### src/rtl/reg_scoreboard_pkg.sv
// ----------------------------------------------------------------------------
// reg_scoreboard_pkg
//   Shared constants and types for the register scoreboard.
//   - SB_NREGS / SB_REG_W : architectural register count and index width
//   - SB_LAT_W / SB_PERF_W: default latency-counter and perf-counter widths
//   - LAT_ALU / LAT_MEM   : issue latency per opcode class
//   - hazard_t            : decoded hazard flags for the instruction in decode
// ----------------------------------------------------------------------------
package reg_scoreboard_pkg;

    localparam int unsigned SB_NREGS  = 8;
    localparam int unsigned SB_REG_W  = 3;
    localparam int unsigned SB_LAT_W  = 2;
    localparam int unsigned SB_PERF_W = 16;

    localparam logic [SB_LAT_W-1:0] LAT_ALU = 2'd1;
    localparam logic [SB_LAT_W-1:0] LAT_MEM = 2'd2;

    typedef struct packed {
        logic raw;
        logic waw;
    } hazard_t;

endpackage

### src/rtl/reg_scoreboard_sb_counter.sv
// ----------------------------------------------------------------------------
// sb_counter
//   Per-register pending-write countdown. Loads the issue latency of a newly
//   accepted write, otherwise counts down to zero and stays there.
//   Ports:
//     clk      in   clock
//     rst      in   synchronous active-high reset (clears the count)
//     load     in   accept a new write for this register
//     load_val in   latency to load
//     count    out  cycles remaining until the pending write retires
// ----------------------------------------------------------------------------
module sb_counter #(
    parameter int unsigned LAT_W = 2
) (
    input  logic             clk,
    input  logic             rst,
    input  logic             load,
    input  logic [LAT_W-1:0] load_val,
    output logic [LAT_W-1:0] count
);

    always_ff @(posedge clk) begin
        if (rst) begin
            count <= '0;
        end else if (load) begin
            // a newly accepted write replaces whatever was pending
            count <= load_val;
        end else if (count != '0) begin
            count <= count - LAT_W'(1);
        end
    end

endmodule

### src/rtl/reg_scoreboard.sv
// ----------------------------------------------------------------------------
// reg_scoreboard
//   Tracks pending register-file writes beside decode and decides each cycle
//   whether the decoded instruction may issue or must stall on a RAW/WAW
//   hazard. Flags operands to be taken from the writeback bypass and keeps a
//   saturating count of stall cycles.
//   Ports:
//     clk, rst                   clock, synchronous active-high reset
//     issue_valid                decode holds a valid instruction
//     use1/use2, Rsrc1/Rsrc2     source operand enables and indices
//     issue_wr, Rdst, issue_lat  destination write enable, index, latency
//     flush                      squash decode this cycle
//     stall, issue_ok            combinational issue decision
//     fwd1, fwd2                 combinational bypass selects
//     busy_mask                  bit r set while register r has a pending write
//     stall_cycles               saturating stall-cycle counter (registered)
// ----------------------------------------------------------------------------
module reg_scoreboard
    import reg_scoreboard_pkg::*;
#(
    parameter int unsigned NREGS  = SB_NREGS,
    parameter int unsigned REG_W  = SB_REG_W,
    parameter int unsigned LAT_W  = SB_LAT_W,
    parameter bit          FWD_EN = 1'b1,
    parameter int unsigned PERF_W = SB_PERF_W
) (
    input  logic              clk,
    input  logic              rst,
    input  logic              issue_valid,
    input  logic              use1,
    input  logic              use2,
    input  logic [REG_W-1:0]  Rsrc1,
    input  logic [REG_W-1:0]  Rsrc2,
    input  logic              issue_wr,
    input  logic [REG_W-1:0]  Rdst,
    input  logic [LAT_W-1:0]  issue_lat,
    input  logic              flush,
    output logic              stall,
    output logic              issue_ok,
    output logic              fwd1,
    output logic              fwd2,
    output logic [NREGS-1:0]  busy_mask,
    output logic [PERF_W-1:0] stall_cycles
);

    logic [LAT_W-1:0] cnt [NREGS];
    hazard_t          hz;
    logic             front_ok;

    // A source is ready once its writer retires, or one cycle earlier when
    // the result can be picked up from the writeback bypass.
    function automatic logic is_ready(input logic [LAT_W-1:0] c);
        return (c == '0) || (FWD_EN && (c == LAT_W'(1)));
    endfunction

    for (genvar g = 0; g < NREGS; g++) begin : g_cnt
        logic load;

        assign load = issue_ok && issue_wr && (issue_lat != '0) &&
                      (Rdst == REG_W'(g));

        sb_counter #(.LAT_W(LAT_W)) u_cnt (
            .clk      (clk),
            .rst      (rst),
            .load     (load),
            .load_val (issue_lat),
            .count    (cnt[g])
        );
    end

    // Hazards are evaluated against pre-edge counts, so an instruction whose
    // source equals its destination only sees older writers.
    always_comb begin
        hz       = '0;
        hz.raw   = (use1 && !is_ready(cnt[Rsrc1])) ||
                   (use2 && !is_ready(cnt[Rsrc2]));
        hz.waw   = issue_wr && (issue_lat != '0) && (cnt[Rdst] > issue_lat);
        front_ok = issue_valid && !flush && !rst;
        stall    = front_ok && (hz.raw || hz.waw);
        issue_ok = front_ok && !(hz.raw || hz.waw);
        fwd1     = use1 && FWD_EN && (cnt[Rsrc1] == LAT_W'(1));
        fwd2     = use2 && FWD_EN && (cnt[Rsrc2] == LAT_W'(1));
    end

    always_comb begin
        busy_mask = '0;
        for (int unsigned r = 0; r < NREGS; r++) begin
            busy_mask[r] = (cnt[r] != '0);
        end
    end

    always_ff @(posedge clk) begin
        if (rst) begin
            stall_cycles <= '0;
        end else if (stall && (stall_cycles != '1)) begin
            stall_cycles <= stall_cycles + PERF_W'(1);
        end
    end

endmodule

### config.mk
export PLATFORM = sky130hd
export DESIGN_NAME = reg_scoreboard
export DESIGN_NICKNAME = d
export VERILOG_FILES = /design/src/rtl/reg_scoreboard_pkg.sv /design/src/rtl/reg_scoreboard_sb_counter.sv /design/src/rtl/reg_scoreboard.sv
export SDC_FILE = /design/constraint.sdc
export NUM_CORES = 1
export LEC_CHECK = 0
export BUFFER_PORTS_ARGS = -buffer_cell sky130_fd_sc_hd__buf_2
export CORE_AREA = 2 2 77 79
export CTS_CLUSTER_DIAMETER = 200
export DETAILED_ROUTE_END_ITERATION = 8
export DIE_AREA = 0 0 79 81
export GPL_ROUTABILITY_DRIVEN = 1
export HOLD_SLACK_MARGIN = 0.05
export PLACE_DENSITY = 0.7
export SKIP_LAST_GASP = 1
export SLEW_MARGIN = 20
export SYNTH_ARGS = -nofsm -noshare
export SYNTH_HDL_FRONTEND = slang
export SYNTH_HIERARCHICAL = 1
export SYNTH_SLANG_ARGS = --single-unit
export TNS_END_PERCENT = 10
### constraint.sdc
create_clock -name clk -period 3.35 [get_ports clk]
set_input_delay 0.335 -clock clk [delete_from_list [all_inputs] [get_ports clk]]
set_output_delay 0.335 -clock clk [all_outputs]
set_load 0.01 [all_outputs]
# Yosys cells after proc, flatten, opt, wreduce, memory -nomap -nowiden

Index checks and enable logic that the tools add are counted.

Eq/ne operators: 10
$add $sub $neg: 9
Mux-type cells: 25
Magnitude comparators: 4
Reductions and logical operators: 50
Bitwise gates (word level): 3

Operators with widths:

| operator              | number |
|---|---|
| $mux 2                | 22 |
| $reduce_bool 2->1     | 17 |
| $logic_and 1x1->1     | 21 |
| $bmux 2 s3            | 3 |
| $add 16x1->16 const B | 1 |
| $ne 16x16->1 const B  | 1 |
| $sub 2x1->2 const B   | 8 |
| $eq 3x3->1 const B    | 4 |
| $ge 4x4->1 const B    | 3 |
| $not 3->4             | 3 |
| $eq 3x2->1 const B    | 2 |
| $logic_not 1->1       | 5 |
| $eq 2x1->1 const B    | 2 |
| $logic_not 2->1       | 2 |
| $logic_or 1x1->1      | 4 |
| $eq 3x1->1 const B    | 1 |
| $logic_not 3->1       | 1 |
| $gt 2x2->1            | 1 |

Output and inout bits: 28
Register bits: 32
Input bits: 18
Word-level logic and storage cells: 110

# Logic depth before layout (Yosys ltp)

Gate-level depths: netlist of the first run.

Depth after elaboration: 16
Depth in mapped cells: 11
Depth with buffers taken out: 10

# Cells and area by module

The synthesis of the first run kept the hierarchy.

By module, submodules not included:

| module         | instances | cells each | sequential area each (µm²) | area each (µm²) |
|---|---|---|---|---|
| reg_scoreboard | 1         | 183        | 320.3                      | 1,485.2 |
| sb_counter     | 8         | 12         | 40.0                       | 121.4 |

# Worst setup path before layout of the first run

No wires, ideal clock.

Kind: input-to-output
Start: input Rdst[0]
End: output issue_ok
Data arrival time: 2.876 ns
Required time: 3.015 ns
Path buffers: 3
Stages on the path: 10
Setup slack: 0.139 ns
Path through: clkbuf_1 > mux4_2 > mux2_2 > ha_1 > nor2b_1 > o21ai_0 > o211a_2 > buf_6 > clkbuf_1 > nor2b_1

Longest elaborated chain between the ends: 9

RTL lines:

| element                                    | line                 | RTL |
|---|---|---|
| start, declared                            | reg_scoreboard.sv:35 | `input logic [REG_W-1:0] Rdst,` |
| $not 3->4 (not written as such)            | reg_scoreboard.sv:77 | `hz.waw = issue_wr && (issue_lat != '0) && (cnt[Rdst] > issue_lat);` |
| $bmux 2 s3                                 | reg_scoreboard.sv:77 |  |
| $mux 2 (not written as such) (2 in series) | reg_scoreboard.sv:77 |  |
| $gt 2x2->1                                 | reg_scoreboard.sv:77 |  |
| $logic_and 1x1->1                          | reg_scoreboard.sv:77 |  |
| $logic_or 1x1->1                           | reg_scoreboard.sv:80 | `issue_ok = front_ok && !(hz.raw \|\| hz.waw);` |
| $logic_not 1->1                            | reg_scoreboard.sv:80 |  |
| $logic_and 1x1->1                          | reg_scoreboard.sv:80 |  |
| end, declared                              | reg_scoreboard.sv:39 | `output logic issue_ok,` |

No other way between the ends. The select of a mux whose other input is x is not followed.

# Final worst setup path of the first run

Start: register g_cnt[4].u_cnt.count[1]
End: output issue_ok

Longest elaborated chain between the ends: 11
Elaborated cells between the ends (all ways): 25
Those cells by class: order compare (1); eq/ne (2); mux (9); reduce/logical (13)

RTL lines:

| element                                              | line                                       | RTL |
|---|---|---|
| start, declared                                      | reg_scoreboard_sb_counter.sv:19            | `output logic [LAT_W-1:0] count` |
| start signal, assigned                               | reg_scoreboard_sb_counter.sv:27            | `count <= load_val;` |
| start signal, assigned                               | reg_scoreboard_sb_counter.sv:29            | `count <= count - LAT_W'(1);` |
| $bmux 2 s3 (on tied branches)                        | reg_scoreboard.sv:75, reg_scoreboard.sv:76 |  |
| $mux 2 (on tied branches) (2 in series)              | reg_scoreboard.sv:75, reg_scoreboard.sv:76 |  |
| $eq 2x1->1 / $logic_not 2->1 (equally long branches) | reg_scoreboard.sv:53                       | `return (c == '0) \|\| (FWD_EN && (c == LAT_W'(1)));` |
| $logic_or 1x1->1                                     | reg_scoreboard.sv:53                       |  |
| $logic_not 1->1 (on tied branches)                   | reg_scoreboard.sv:75, reg_scoreboard.sv:76 |  |
| $logic_and 1x1->1 (on tied branches)                 | reg_scoreboard.sv:75, reg_scoreboard.sv:76 |  |
| $logic_or 1x1->1                                     | reg_scoreboard.sv:75                       | `hz.raw = (use1 && !is_ready(cnt[Rsrc1])) \|\|` |
| $logic_or 1x1->1 *                                   | reg_scoreboard.sv:80                       |  |
| $logic_not 1->1 *                                    | reg_scoreboard.sv:80                       |  |
| $logic_and 1x1->1 *                                  | reg_scoreboard.sv:80                       |  |

Every way passes the cells marked *; elsewhere a longest branch is shown, timed or not. The select of a mux whose other input is x is not followed.

==> report_table.html, run 1 <==
<table>
<tr><th>Metric</th><th>Value</th></tr>
<tr><th colspan="2">Status</th></tr>
<tr><td>Result of the run</td><td>finished clean</td></tr>
<tr><th colspan="2">Setup path</th></tr>
<tr><td>Top delay family on crit path</td><td>multiplexers</td></tr>
<tr><td>Data required time at the worst endpoint</td><td>3.01 ns</td></tr>
<tr><td>End of the worst register-to-register path</td><td>g_cnt[0].u_cnt/count[0]$_SDFFE_PP0P_</td></tr>
<tr><td>Crit-path max FO</td><td>31</td></tr>
<tr><td>Number of buffers and inverters on the critical path</td><td>1</td></tr>
<tr><td>Crit path cell chain</td><td>mux4_2 -&gt; mux2_2 -&gt; ha_1 -&gt; nor2b_1 -&gt; o21ai_0 -&gt; o211a_4 -&gt; nor2b_1 -&gt; buf_2</td></tr>
<tr><td>Cell with the largest stage delay on the worst path</td><td>sky130_fd_sc_hd__mux4_2</td></tr>
<tr><td>Worst reg-to-reg setup slack</td><td>0.37 ns</td></tr>
<tr><td>Element type at the critical path end</td><td>output port</td></tr>
<tr><td>Maximum cell stage delay along the critical path</td><td>0.48 ns</td></tr>
<tr><td>Critical Path Source Type</td><td>flip-flop</td></tr>
<tr><td>Reg2reg path depth</td><td>10</td></tr>
<tr><td>Most prevalent standard cell on the critical path</td><td>sky130_fd_sc_hd__nor2b_1</td></tr>
<tr><td>Startpoint of the worst register-to-register path</td><td>g_cnt[4].u_cnt/count[1]$_SDFFE_PP0P_</td></tr>
<tr><td>Crit path kind</td><td>reg -&gt; out</td></tr>
<tr><td>Arrival @ worst endpoint</td><td>roughly 2.8 ns</td></tr>
<tr><th colspan="2">Timing</th></tr>
<tr><td>Relative slew slack</td><td>64.4%</td></tr>
<tr><td>Slew at the pin closest to its max-slew limit</td><td>0.530 ns</td></tr>
<tr><td>Final setup viols</td><td>0</td></tr>
<tr><td>Share of the clock period used by the worst path after layout</td><td>about 94%</td></tr>
<tr><td>Count of final max-slew check failures</td><td>0</td></tr>
<tr><td>Final period demand of the worst path</td><td>3.15 ns</td></tr>
<tr><td>Setup repair after global routing missed its margin</td><td>false</td></tr>
<tr><td>Highest clock frequency the design can meet</td><td>317 MHz</td></tr>
<tr><td>Final setup skew</td><td>0.00478 ns</td></tr>
<tr><td>Least setup slack across all paths after layout</td><td>0.200 ns</td></tr>
<tr><td>Setup TNS</td><td>0 ns</td></tr>
<tr><td>Final hold viol count</td><td>0</td></tr>
<tr><th colspan="2">Synthesis</th></tr>
<tr><td>Fraction of synthesis flops using an asynchronous set or reset pin</td><td>0%</td></tr>
<tr><td>Synthesized instance count</td><td>279</td></tr>
<tr><td>Number of synthesized register bits</td><td>32</td></tr>
<tr><td>Sequential-to-total area share from yosys stat</td><td>26.1%</td></tr>
<tr><td>Yosys warning total</td><td>6</td></tr>
<tr><td>Most area-hungry cell type in the Yosys netlist</td><td>sky130_fd_sc_hd__dfxtp_1</td></tr>
<tr><td>Top_reg_cell synth</td><td>sky130_fd_sc_hd__dfxtp_1</td></tr>
<tr><td>Most common cell in the netlist</td><td>sky130_fd_sc_hd__dfxtp_1</td></tr>
<tr><td>Top cells by area, synth</td><td>sky130_fd_sc_hd__dfxtp_1 (26%), sky130_fd_sc_hd__ha_1 (5.6%), sky130_fd_sc_hd__o41ai_2 (5.3%)</td></tr>
<tr><td>Syn Area/Cell</td><td>8.80 sq um</td></tr>
<tr><td>Most numerous cell types in the synthesized netlist</td><td>sky130_fd_sc_hd__dfxtp_1 (32), sky130_fd_sc_hd__inv_1 (26), sky130_fd_sc_hd__nand3b_1 (16)</td></tr>
<tr><td>Number of flops mapped to enable cells by yosys</td><td>0</td></tr>
<tr><td>Distinct cell type count of the synthesized netlist</td><td>45</td></tr>
<tr><td>Portion of synthesized cell area occupied by the leading cell type</td><td>26.1%</td></tr>
<tr><td>Post-Syn Area</td><td>2460 sq um</td></tr>
<tr><td>Mapped Nets</td><td>just over 300</td></tr>
<tr><th colspan="2">Global routing</th></tr>
<tr><td>Maximum number of pins on one net before global-route repair</td><td>46</td></tr>
<tr><td>Number of antenna violations at the first check in global routing</td><td>0</td></tr>
<tr><td>GR Overflow Total</td><td>0</td></tr>
<tr><td>Wire length of the first global-routing pass</td><td>9.78 mm</td></tr>
<tr><td>Aggregate global-route resource usage</td><td>19.4%</td></tr>
<tr><td>Vias in the first global route</td><td>2,092</td></tr>
<tr><th colspan="2">Clocking</th></tr>
<tr><td>TritonCTS clock tree</td><td>yes</td></tr>
<tr><td>CTS Buf Count</td><td>5</td></tr>
<tr><td>Post-CTS clock slew at the launch and capture registers of the worst setup and hold paths</td><td>around 0.070 ns</td></tr>
<tr><td>H-tree depth</td><td>2</td></tr>
<tr><td>Setup repair bufs after CTS</td><td>0</td></tr>
<tr><td>Max Buffers Root-to-Sink</td><td>2</td></tr>
<tr><td>Clock insertion delay at the later pin of the skew report</td><td>0.28 ns</td></tr>
<tr><td>Post-CTS Hold Fix Bufs</td><td>0</td></tr>
<tr><td>Number of cells upsized or downsized after cts</td><td>0</td></tr>
<tr><td>Number of clock sinks seen by CTS</td><td>32</td></tr>
<tr><td>Clock root cell</td><td>sky130_fd_sc_hd__clkbuf_8</td></tr>
<tr><th colspan="2">Worst hold path</th></tr>
<tr><td>Hold Path Class</td><td>in -&gt; reg</td></tr>
<tr><td>Hold path startpoint</td><td>issue_lat[0]</td></tr>
<tr><td>Cells on Worst Hold Path</td><td>3</td></tr>
<tr><td>Endpoint of the worst hold-timing path</td><td>g_cnt[4].u_cnt/count[0]$_SDFFE_PP0P_</td></tr>
<tr><th colspan="2">Finish</th></tr>
<tr><td>Share of the core filled with cells</td><td>50.4%</td></tr>
<tr><td>Cell Count, Final, Fillers Out</td><td>400</td></tr>
<tr><td>Number of antenna repair diodes</td><td>0</td></tr>
<tr><td>Area growth syn-to-layout</td><td>16.4%</td></tr>
<tr><td>Number of nets in the layout</td><td>353</td></tr>
<tr><td>Share of post-route cells with drive strength above 1</td><td>25.5%</td></tr>
<tr><th colspan="2">Floorplanning</th></tr>
<tr><td>Die Y-Extent</td><td>81 um</td></tr>
<tr><td>I/O Pins</td><td>46</td></tr>
<tr><td>Number of cell rows</td><td>28</td></tr>
<tr><td>Overall die area</td><td>around 6400 sq um</td></tr>
<tr><td>Core region area</td><td>5680 sq um</td></tr>
<tr><td>Chip Width</td><td>79 um</td></tr>
<tr><td>Initial Util</td><td>43.3%</td></tr>
<tr><th colspan="2">Drt</th></tr>
<tr><td>DR DRC count</td><td>0</td></tr>
<tr><td>Antenna viol nets, final</td><td>0</td></tr>
<tr><td>DR vias/cell</td><td>5.71</td></tr>
<tr><td>Drt first-iter violations</td><td>94</td></tr>
<tr><td>Drt total wl</td><td>5.81 mm</td></tr>
<tr><td>Vias</td><td>2,285</td></tr>
<tr><td>Routed wirelength normalized by instance count</td><td>14.5 um</td></tr>
<tr><td>Number of detailed-route iterations in the first pass</td><td>4</td></tr>
<tr><th colspan="2">Placement</th></tr>
<tr><td># placed instances</td><td>a little under 400</td></tr>
<tr><td>Port Buffer Count</td><td>45</td></tr>
<tr><td>Half-perimeter wire length after detailed placement</td><td>about 4.2 mm</td></tr>
<tr><td>Pre-CTS worst setup slack</td><td>0.168 ns</td></tr>
<tr><td>Final RePlAce weighted congestion</td><td>0.803</td></tr>
<tr><th colspan="2">Pwr</th></tr>
<tr><td>Worst vdd rail ir drop</td><td>0.397 mV</td></tr>
<tr><td>Lkg Pwr</td><td>1.17 nW</td></tr>
<tr><td>Power per cell area</td><td>just over 600 nW/um^2</td></tr>
<tr><th colspan="2">Flow run</th></tr>
<tr><td>Max-cap violation count</td><td>0</td></tr>
</table>
final cells by class:
class / instances / area [sq um]
flip-flops and latches: 32 / 641
inverters: 26 / 97.6
clock buffers: 6 / 72.6
multi-input cells: 209 / 1660
fillers: 568 / 2820
clock inverters: 2 / 35.0
repair buffers: 50 / 263
well taps: 75 / 93.8
registers in the layout (all words and copies together) (netlist names):
signal	cells
stall_cycles	16
g_cnt.u_cnt/count	16
how the worst max path moves through the flow:
stage | startpoint | endpoint | slack, ns | cells after the start
final | g_cnt[4].u_cnt/count[1]$_SDFFE_PP0P_ | issue_ok | 0.20 | 8
after global routing | g_cnt[3].u_cnt/count[1]$_SDFFE_PP0P_ | issue_ok | 0.03 | 8
after CTS | g_cnt[3].u_cnt/count[1]$_SDFFE_PP0P_ | issue_ok | 0.08 | 8
after detailed placement | Rdst[0] | issue_ok | 0.17 | 9
after global placement | Rdst[0] | issue_ok | 0.25 | 9
after floorplan | Rdst[0] | issue_ok | 0.14 | 10
worst reg2reg max path, delay by kind of cell (launching register included):
kind	cells	cell delay, ns
AOI/OAI and AO/OA	2	0.35
adders and majority gates	1	0.29
DFF	1	0.39
muxes	2	0.76
and+or+nand+nor	5	1.10
metrics by stage:
step,hold slack [ns],power (W),instance area [sq um]
2_1_floorplan,0.437,0.00116,2460
3_3_place_gp,0.475,0.00134,2740
3_5_place_dp,0.481,0.00136,2740
4_1_cts,0.436,0.00173,2850
5_1_grt,0.462,0.00187,2860
6_report,0.440,0.00173,2860
layout by cell type, fill, tap and decap left out, types with 9 or more instances in the layout:
cell / synthesis / layout
sky130_fd_sc_hd__nand2_1: 13 / 13
sky130_fd_sc_hd__inv_1: 26 / 26
sky130_fd_sc_hd__or2_2: 9 / 9
sky130_fd_sc_hd__mux2i_1: 9 / 9
sky130_fd_sc_hd__ha_1: 11 / 11
sky130_fd_sc_hd__nor2b_1: 14 / 14
sky130_fd_sc_hd__nor2_1: 14 / 14
sky130_fd_sc_hd__a21oi_1: 10 / 10
sky130_fd_sc_hd__nand3b_1: 16 / 16
sky130_fd_sc_hd__dfxtp_1: 32 / 32
sky130_fd_sc_hd__o31ai_1: 15 / 15
sky130_fd_sc_hd__buf_2: 4 / 45
layer usage:
layer / global-route usage (%) / part of all wire, % / vias up
met2: 32.5 / 48 / 69
met3: 3.33 / 4.6 / 8
met1: 25.5 / 46 / 1072
li1: - / - / 1136
met4: 6.38 / 1.1 / 0
met5: 0 / 0 / -
cells by family (layout without fill, tap and decap cells):
group	Yosys count	after routing	share of synthesized area (%)
compound gates	60	60	20.5
xor+xnor	8	8	2.85
fa+ha+maj	11	11	5.60
buf+inv	38	84	6.78
flops	32	32	26.1
mux	18	18	10.9
simple gates	112	112	27.3
power breakdown:
| group | internal (W) | switching [W] |
|---|---|---|
| registers | 0.000458 | 0.000124 |
| logic | 0.000401 | 0.000379 |
| clock network | 0.000221 | 0.000147 |
No activity file was read; power rests on OpenSTA's default activity.
==> inputs of run 2 (changes only) <==
clock period = 3.71 ns   (was 3.35 ns; I/O delays follow)
==> report_table.html, run 2 (same netlist as run 1, synthesis figures left out) <==
<table>
<tr><th>Metric</th><th>Value</th></tr>
<tr><th colspan="2">Status</th></tr>
<tr><td>Result of the run</td><td>finished clean</td></tr>
<tr><th colspan="2">Clocking</th></tr>
<tr><td>Clock root cell</td><td>sky130_fd_sc_hd__clkbuf_8</td></tr>
<tr><td>Post-CTS clock slew at the launch and capture registers of the worst setup and hold paths</td><td>0.07 ns</td></tr>
<tr><td>CTS Buf Count</td><td>5</td></tr>
<tr><td>Number of clock sinks seen by CTS</td><td>32</td></tr>
<tr><td>Setup repair bufs after CTS</td><td>0</td></tr>
<tr><td>Post-CTS Hold Fix Bufs</td><td>0</td></tr>
<tr><td>Number of cells upsized or downsized after cts</td><td>0</td></tr>
<tr><td>TritonCTS clock tree</td><td>yes</td></tr>
<tr><td>H-tree depth</td><td>2</td></tr>
<tr><td>Max Buffers Root-to-Sink</td><td>2</td></tr>
<tr><td>Clock insertion delay at the later pin of the skew report</td><td>0.28 ns</td></tr>
<tr><th colspan="2">Timing</th></tr>
<tr><td>Final setup skew</td><td>~0.0064 ns</td></tr>
<tr><td>Count of final max-slew check failures</td><td>0</td></tr>
<tr><td>Slew at the pin closest to its max-slew limit</td><td>between 0.6 and 0.7 ns</td></tr>
<tr><td>Share of the clock period used by the worst path after layout</td><td>87.8%</td></tr>
<tr><td>Setup repair after global routing missed its margin</td><td>false</td></tr>
<tr><td>Setup TNS</td><td>0 ns</td></tr>
<tr><td>Highest clock frequency the design can meet</td><td>307 MHz</td></tr>
<tr><td>Final setup viols</td><td>0</td></tr>
<tr><td>Final hold viol count</td><td>0</td></tr>
<tr><td>Relative slew slack</td><td>54.2%</td></tr>
<tr><td>Final period demand of the worst path</td><td>3.26 ns</td></tr>
<tr><th colspan="2">Worst hold path</th></tr>
<tr><td>Endpoint of the worst hold-timing path</td><td>g_cnt[4].u_cnt/count[0]$_SDFFE_PP0P_</td></tr>
<tr><td>Hold path startpoint</td><td>issue_lat[0]</td></tr>
<tr><td>Hold Path Class</td><td>in -&gt; reg</td></tr>
<tr><td>Cells on Worst Hold Path</td><td>3</td></tr>
<tr><th colspan="2">Floorplanning</th></tr>
<tr><td>Die Y-Extent</td><td>81 um</td></tr>
<tr><td>I/O Pins</td><td>46</td></tr>
<tr><td>Number of cell rows</td><td>28</td></tr>
<tr><td>Initial Util</td><td>43.3%</td></tr>
<tr><td>Chip Width</td><td>79 um</td></tr>
<tr><td>Core region area</td><td>5680 sq um</td></tr>
<tr><td>Overall die area</td><td>roughly 6400 sq um</td></tr>
<tr><th colspan="2">Setup path</th></tr>
<tr><td>Crit path kind</td><td>reg -&gt; out</td></tr>
<tr><td>Crit-path max FO</td><td>31</td></tr>
<tr><td>Data required time at the worst endpoint</td><td>3.34 ns</td></tr>
<tr><td>Critical Path Source Type</td><td>flip-flop</td></tr>
<tr><td>Startpoint of the worst register-to-register path</td><td>g_cnt[3].u_cnt/count[1]$_SDFFE_PP0P_</td></tr>
<tr><td>Maximum cell stage delay along the critical path</td><td>0.55 ns</td></tr>
<tr><td>Most prevalent standard cell on the critical path</td><td>sky130_fd_sc_hd__nor2b_1</td></tr>
<tr><td>Crit path cell chain</td><td>mux4_2 -&gt; mux2_2 -&gt; ha_1 -&gt; nor2b_1 -&gt; o21ai_0 -&gt; o211a_2 -&gt; nor2b_1 -&gt; buf_2</td></tr>
<tr><td>Cell with the largest stage delay on the worst path</td><td>sky130_fd_sc_hd__o211a_2</td></tr>
<tr><td>Arrival @ worst endpoint</td><td>around 2.9 ns</td></tr>
<tr><td>Worst reg-to-reg setup slack</td><td>about 0.80 ns</td></tr>
<tr><td>Reg2reg path depth</td><td>8</td></tr>
<tr><td>Element type at the critical path end</td><td>output port</td></tr>
<tr><td>End of the worst register-to-register path</td><td>stall_cycles[7]$_SDFFE_PP0P_</td></tr>
<tr><th colspan="2">Drt</th></tr>
<tr><td>Vias</td><td>~2,200</td></tr>
<tr><td>DR DRC count</td><td>0</td></tr>
<tr><td>DR vias/cell</td><td>roughly 5.7</td></tr>
<tr><td>Number of detailed-route iterations in the first pass</td><td>4</td></tr>
<tr><td>Antenna viol nets, final</td><td>0</td></tr>
<tr><td>Drt total wl</td><td>between 5 and 6 mm</td></tr>
<tr><td>Drt first-iter violations</td><td>127</td></tr>
<tr><td>Routed wirelength normalized by instance count</td><td>between 10 and 15 um</td></tr>
<tr><th colspan="2">Pwr</th></tr>
<tr><td>Total power draw</td><td>0.00154 W</td></tr>
<tr><td>Power per cell area</td><td>545 nW/um^2</td></tr>
<tr><td>Worst vdd rail ir drop</td><td>0.288 mV</td></tr>
<tr><td>P_sw</td><td>just under 0.0006 W</td></tr>
<tr><td>Combinational cell fraction of total power</td><td>between 40% and 50%</td></tr>
<tr><td>Lkg Pwr</td><td>1.15 nW</td></tr>
<tr><td>Internal Dissipation</td><td>0.000965 W</td></tr>
<tr><td>Switching portion of total power</td><td>37.4%</td></tr>
<tr><td>Part of the total power dissipated in sequential elements</td><td>34.5%</td></tr>
<tr><td>Share of power burned in the clock network</td><td>21.5%</td></tr>
<tr><th colspan="2">Placement</th></tr>
<tr><td>Port Buffer Count</td><td>45</td></tr>
<tr><td>Final RePlAce weighted congestion</td><td>0.800</td></tr>
<tr><td>Half-perimeter wire length after detailed placement</td><td>4.08 mm</td></tr>
<tr><th colspan="2">Global routing</th></tr>
<tr><td>Aggregate global-route resource usage</td><td>a little under a fifth</td></tr>
<tr><td>Vias in the first global route</td><td>approximately 2,000</td></tr>
<tr><td>Number of antenna violations at the first check in global routing</td><td>0</td></tr>
<tr><td>Maximum number of pins on one net before global-route repair</td><td>46</td></tr>
<tr><td>GR Overflow Total</td><td>0</td></tr>
<tr><td>Wire length of the first global-routing pass</td><td>9.23 mm</td></tr>
<tr><th colspan="2">Finish</th></tr>
<tr><td>Number of filler instances in the final layout</td><td>roughly 560</td></tr>
<tr><td>Largest registers</td><td>g_cnt.u_cnt/count x16, stall_cycles x16</td></tr>
<tr><td>Share of post-route cells with drive strength above 1</td><td>roughly a quarter</td></tr>
<tr><td>Most common library cell in the layout ignoring fill and taps</td><td>sky130_fd_sc_hd__buf_2</td></tr>
<tr><td>Most frequent cells in the layout</td><td>sky130_fd_sc_hd__buf_2 (45), sky130_fd_sc_hd__dfxtp_1 (32), sky130_fd_sc_hd__inv_1 (26), sky130_fd_sc_hd__nand3b_1 (16), sky130_fd_sc_hd__o31ai_1 (15)</td></tr>
<tr><td>Area growth syn-to-layout</td><td>15.2%</td></tr>
<tr><td>Number of nets in the layout</td><td>350</td></tr>
<tr><td>Number of antenna repair diodes</td><td>0</td></tr>
<tr><th colspan="2">Flow run</th></tr>
<tr><td>Max-cap violation count</td><td>0</td></tr>
</table>
==> run 2: cell types whose count changed in the layout (fill, tap and decap cells not counted) <==
cell                      change
sky130_fd_sc_hd__o211a_4      -1
sky130_fd_sc_hd__buf_4        -3
sky130_fd_sc_hd__o211a_2      +1
==> run 2: worst max-delay path: cells and delay by family, from the launching register on <==
kind | cells | cell delay (ns)
AND/OR/NAND/NOR | 2 | 0.32
adder cells (fa/ha/maj) | 1 | 0.28
flip-flops | 1 | 0.38
AO/OA/AOI/OAI | 2 | 0.73
multiplexers | 2 | 0.75
buffers and inverters | 1 | 0.13
==> run 2: final cells by class <==
type / instances / area (sq um) / share of cell area (%)
clock buffer: 6 / 72.6 / 2.57
tap: 75 / 93.8 / 3.32
inverter: 26 / 97.6 / 3.45
sequential: 32 / 641 / 22.6
clock inverter: 2 / 35.0 / 1.24
multi-input combinational: 209 / 1650 / 58.3
timing repair buffer: 47 / 240 / 8.49
==> run 2: metal layers <==
layer / part of all wire (%) / GRT usage [%] / up-vias
met4: 0.93 / 3.62 / 0
met2: 46 / 29.9 / 78
met3: 8.1 / 4.11 / 6
met5: 0 / 0 / -
li1: - / - / 1122
met1: 45 / 24.3 / 1043
==> run 2: how the worst max path moves through the flow <==
stage	start	endpoint	slack, ns	cells after the start
after floorplan	Rdst[0]	issue_ok	0.43	10
after global placement	Rdst[0]	issue_ok	0.54	9
after detailed placement	Rdst[0]	issue_ok	0.50	9
after CTS	g_cnt[3].u_cnt/count[1]$_SDFFE_PP0P_	issue_ok	0.45	8
after global routing	g_cnt[3].u_cnt/count[1]$_SDFFE_PP0P_	issue_ok	0.28	8
final	g_cnt[3].u_cnt/count[1]$_SDFFE_PP0P_	issue_ok	0.45	8
==> run 2: power by group through the flow <==
stage                     Combinational [W]  Sequential, W  Clock (W)
after CTS                          0.000689       0.000530   0.000339
after floorplan                    0.000559       0.000491          0
final                              0.000680       0.000532   0.000331
after detailed placement           0.000684       0.000537          0
after global placement             0.000664       0.000538          0
after global routing               0.000773       0.000548   0.000359
==> run 2: through the flow <==
step / hold WS [ns] / worst slack (ns) / util (%) / instances / cell area, sq um
final: 0.470 / 0.452 / 49.8 / 397 / 2830
after CTS: 0.458 / 0.446 / 49.8 / 397 / 2830
after global routing: 0.478 / 0.276 / 49.8 / 397 / 2830
after global placement: 0.478 / 0.544 / 47.9 / 389 / 2720
after detailed placement: 0.482 / 0.500 / 47.9 / 389 / 2720
after floorplan: 0.473 / 0.427 / - / 279 / 2460
==> inputs of run 3 (changes only) <==
CORE_AREA = 4 4 79 81   (was 2 2 77 79)
DIE_AREA = 0 0 83 85   (was 0 0 79 81)
==> report_table.html, run 3 (same netlist as run 1, synthesis figures left out) <==
<table>
<tr><th>Metric</th><th>Value</th></tr>
<tr><th colspan="2">Clocking</th></tr>
<tr><td>Number of clock sinks seen by CTS</td><td>32</td></tr>
<tr><td>TritonCTS clock tree</td><td>yes</td></tr>
<tr><td>Max Buffers Root-to-Sink</td><td>2</td></tr>
<tr><td>Clock root cell</td><td>sky130_fd_sc_hd__clkbuf_8</td></tr>
<tr><td>Post-CTS Hold Fix Bufs</td><td>0</td></tr>
<tr><td>H-tree depth</td><td>2</td></tr>
<tr><td>Post-CTS clock slew at the launch and capture registers of the worst setup and hold paths</td><td>about 0.080 ns</td></tr>
<tr><td>Clock insertion delay at the later pin of the skew report</td><td>0.29 ns</td></tr>
<tr><td>Number of cells upsized or downsized after cts</td><td>0</td></tr>
<tr><td>CTS Buf Count</td><td>5</td></tr>
<tr><td>Setup repair bufs after CTS</td><td>0</td></tr>
<tr><th colspan="2">Floorplanning</th></tr>
<tr><td>Chip Width</td><td>a little over 80 um</td></tr>
<tr><td>Initial Util</td><td>44.9%</td></tr>
<tr><td>Die Y-Extent</td><td>85 um</td></tr>
<tr><td>I/O Pins</td><td>46</td></tr>
<tr><td>Number of cell rows</td><td>27</td></tr>
<tr><td>Core region area</td><td>5470 sq um</td></tr>
<tr><td>Overall die area</td><td>7060 sq um</td></tr>
<tr><th colspan="2">Setup path</th></tr>
<tr><td>Critical Path Source Type</td><td>flip-flop</td></tr>
<tr><td>Reg2reg path depth</td><td>8</td></tr>
<tr><td>Worst reg-to-reg setup slack</td><td>0.75 ns</td></tr>
<tr><td>Data required time at the worst endpoint</td><td>3.34 ns</td></tr>
<tr><td>Crit-path max FO</td><td>31</td></tr>
<tr><td>Startpoint of the worst register-to-register path</td><td>g_cnt[7].u_cnt/count[1]$_SDFFE_PP0P_</td></tr>
<tr><td>Arrival @ worst endpoint</td><td>just under 3 ns</td></tr>
<tr><td>Critical path origin</td><td>g_cnt[7].u_cnt/count[1]$_SDFFE_PP0P_</td></tr>
<tr><td>Element type at the critical path end</td><td>output port</td></tr>
<tr><td>End of the worst register-to-register path</td><td>stall_cycles[7]$_SDFFE_PP0P_</td></tr>
<tr><td>Capturing instance or port of the critical path</td><td>issue_ok</td></tr>
<tr><td>Crit path kind</td><td>reg -&gt; out</td></tr>
<tr><th colspan="2">Timing</th></tr>
<tr><td>WHS</td><td>0.463 ns</td></tr>
<tr><td>Count of final max-slew check failures</td><td>0</td></tr>
<tr><td>Setup TNS</td><td>0 ns</td></tr>
<tr><td>Highest clock frequency the design can meet</td><td>303 MHz</td></tr>
<tr><td>Final hold viol count</td><td>0</td></tr>
<tr><td>Final setup viols</td><td>0</td></tr>
<tr><td>Relative slew slack</td><td>approximately 60%</td></tr>
<tr><td>Setup repair after global routing missed its margin</td><td>false</td></tr>
<tr><td>Final setup skew</td><td>0.00824 ns</td></tr>
<tr><td>Share of the clock period used by the worst path after layout</td><td>between 80% and 90%</td></tr>
<tr><td>Slew at the pin closest to its max-slew limit</td><td>0.598 ns</td></tr>
<tr><td>Final period demand of the worst path</td><td>3.30 ns</td></tr>
<tr><th colspan="2">Finish</th></tr>
<tr><td>Seq. cell area</td><td>641 sq um</td></tr>
<tr><td>Largest registers</td><td>g_cnt.u_cnt/count x16, stall_cycles x16</td></tr>
<tr><td>Most common library cell in the layout ignoring fill and taps</td><td>sky130_fd_sc_hd__buf_2</td></tr>
<tr><td>Number of nets in the layout</td><td>350</td></tr>
<tr><td>Area growth syn-to-layout</td><td>15.8%</td></tr>
<tr><td>Number of filler instances in the final layout</td><td>542</td></tr>
<tr><td>Most frequent cells in the layout</td><td>sky130_fd_sc_hd__buf_2 (45), sky130_fd_sc_hd__dfxtp_1 (32), sky130_fd_sc_hd__inv_1 (26), sky130_fd_sc_hd__nand3b_1 (16), sky130_fd_sc_hd__o31ai_1 (15)</td></tr>
<tr><td>Final std cell area, no fill</td><td>2840 sq um</td></tr>
<tr><td>Number of antenna repair diodes</td><td>0</td></tr>
<tr><td>Share of post-route cells with drive strength above 1</td><td>25.2%</td></tr>
<tr><td>Area used by multi-input combinational logic</td><td>1650 sq um</td></tr>
<tr><th colspan="2">Drt</th></tr>
<tr><td>Drt first-iter violations</td><td>between 90 and 100</td></tr>
<tr><td>DR vias/cell</td><td>5.62</td></tr>
<tr><td>Antenna viol nets, final</td><td>0</td></tr>
<tr><td>Vias</td><td>2,213</td></tr>
<tr><td>DR DRC count</td><td>0</td></tr>
<tr><td>Routed wirelength normalized by instance count</td><td>15.1 um</td></tr>
<tr><td>Drt total wl</td><td>5.95 mm</td></tr>
<tr><td>Number of detailed-route iterations in the first pass</td><td>4</td></tr>
<tr><th colspan="2">Global routing</th></tr>
<tr><td>Number of antenna violations at the first check in global routing</td><td>0</td></tr>
<tr><td>Maximum number of pins on one net before global-route repair</td><td>46</td></tr>
<tr><td>Aggregate global-route resource usage</td><td>17.0%</td></tr>
<tr><td>GR Overflow Total</td><td>0</td></tr>
<tr><td>Wire length of the first global-routing pass</td><td>9.97 mm</td></tr>
<tr><td>Vias in the first global route</td><td>2,096</td></tr>
<tr><th colspan="2">Worst hold path</th></tr>
<tr><td>Cells on Worst Hold Path</td><td>3</td></tr>
<tr><td>Hold Path Class</td><td>in -&gt; reg</td></tr>
<tr><td>Hold path startpoint</td><td>issue_lat[0]</td></tr>
<tr><th colspan="2">Flow run</th></tr>
<tr><td>Max-cap violation count</td><td>0</td></tr>
<tr><th colspan="2">Placement</th></tr>
<tr><td>Half-perimeter wire length after detailed placement</td><td>4.37 mm</td></tr>
<tr><td>Final RePlAce weighted congestion</td><td>0.835</td></tr>
<tr><td>Port Buffer Count</td><td>45</td></tr>
<tr><td>Cell area reported after detailed placement</td><td>2720 sq um</td></tr>
<tr><th colspan="2">Pwr</th></tr>
<tr><td>Lkg Pwr</td><td>~1.2 nW</td></tr>
<tr><td>Worst vdd rail ir drop</td><td>0.328 mV</td></tr>
<tr><td>Switching portion of total power</td><td>37.1%</td></tr>
<tr><td>P_sw</td><td>0.000593 W</td></tr>
<tr><td>Internal Dissipation</td><td>0.00100 W</td></tr>
<tr><td>Power per cell area</td><td>561 nW/um^2</td></tr>
<tr><td>Part of the total power dissipated in sequential elements</td><td>33.6%</td></tr>
<tr><td>Share of power burned in the clock network</td><td>23.6%</td></tr>
<tr><td>Combinational cell fraction of total power</td><td>42.9%</td></tr>
<tr><th colspan="2">Status</th></tr>
<tr><td>Result of the run</td><td>finished clean</td></tr>
</table>
run 3: cell count changes in the layout (fill, tap and decap cells not counted):
cell | before | now
sky130_fd_sc_hd__clkbuf_8 | 5 | 7
sky130_fd_sc_hd__clkbuf_1 | 1 | 0
sky130_fd_sc_hd__clkinv_2 | 1 | 0
run 3: final cells by class:
class                   count  share of cell area, %
clock buffers               7                   3.39
clock inverters             1                   1.06
inverters                  26                   3.43
multi-input cells         209                   58.0
flip-flops and latches     32                   22.5
well taps                  72                   3.17
repair buffers             47                   8.45
run 3: worst max-delay path, stage by stage, from the launching register on:
cell                      delay (ns)
sky130_fd_sc_hd__dfxtp_1        0.39
sky130_fd_sc_hd__mux4_2         0.48
sky130_fd_sc_hd__mux2_2         0.27
sky130_fd_sc_hd__ha_1           0.28
sky130_fd_sc_hd__nor2b_1        0.13
sky130_fd_sc_hd__o21ai_0        0.18
sky130_fd_sc_hd__o211a_2        0.57
sky130_fd_sc_hd__nor2b_1        0.20
sky130_fd_sc_hd__buf_2          0.14
run 3: per-stage QoR:
stage | total power, W | setup slack, ns | util, % | std cells
CTS | 0.00161 | 0.414 | 52.0 | 394
detailed placement | 0.00123 | 0.466 | 49.7 | 386
floorplan | 0.00105 | 0.427 | - | 279
global route | 0.00172 | 0.224 | 52.0 | 394
global placement | 0.00120 | 0.547 | 49.7 | 386
finish | 0.00160 | 0.410 | 52.0 | 394
run 3: worst min path at each step:
stage | end | slack, ns
after detailed placement | stall_cycles[12]$_SDFFE_PP0P_ | 0.50
after CTS | g_cnt[7].u_cnt/count[0]$_SDFFE_PP0P_ | 0.47
final | g_cnt[7].u_cnt/count[0]$_SDFFE_PP0P_ | 0.46
after global placement | stall_cycles[15]$_SDFFE_PP0P_ | 0.48
after floorplan | g_cnt[0].u_cnt/count[1]$_SDFFE_PP0P_ | 0.47
after global routing | g_cnt[0].u_cnt/count[0]$_SDFFE_PP0P_ | 0.47
run 3: power groups by stage:
stage,clock [W],combinational [W],sequential (W)
2_1_floorplan,0,0.000559,0.000491
3_5_place_dp,0,0.000688,0.000541
5_1_grt,0.000399,0.000771,0.000550
3_3_place_gp,0,0.000660,0.000543
4_1_cts,0.000384,0.000691,0.000534
6_report,0.000377,0.000684,0.000536
run 3: routing by layer:
metal	routed length [um]	global-route usage [%]
met5	0	0
met4	72	4.90
met3	317	3.59
met2	2760	28.9
met1	2790	21.8
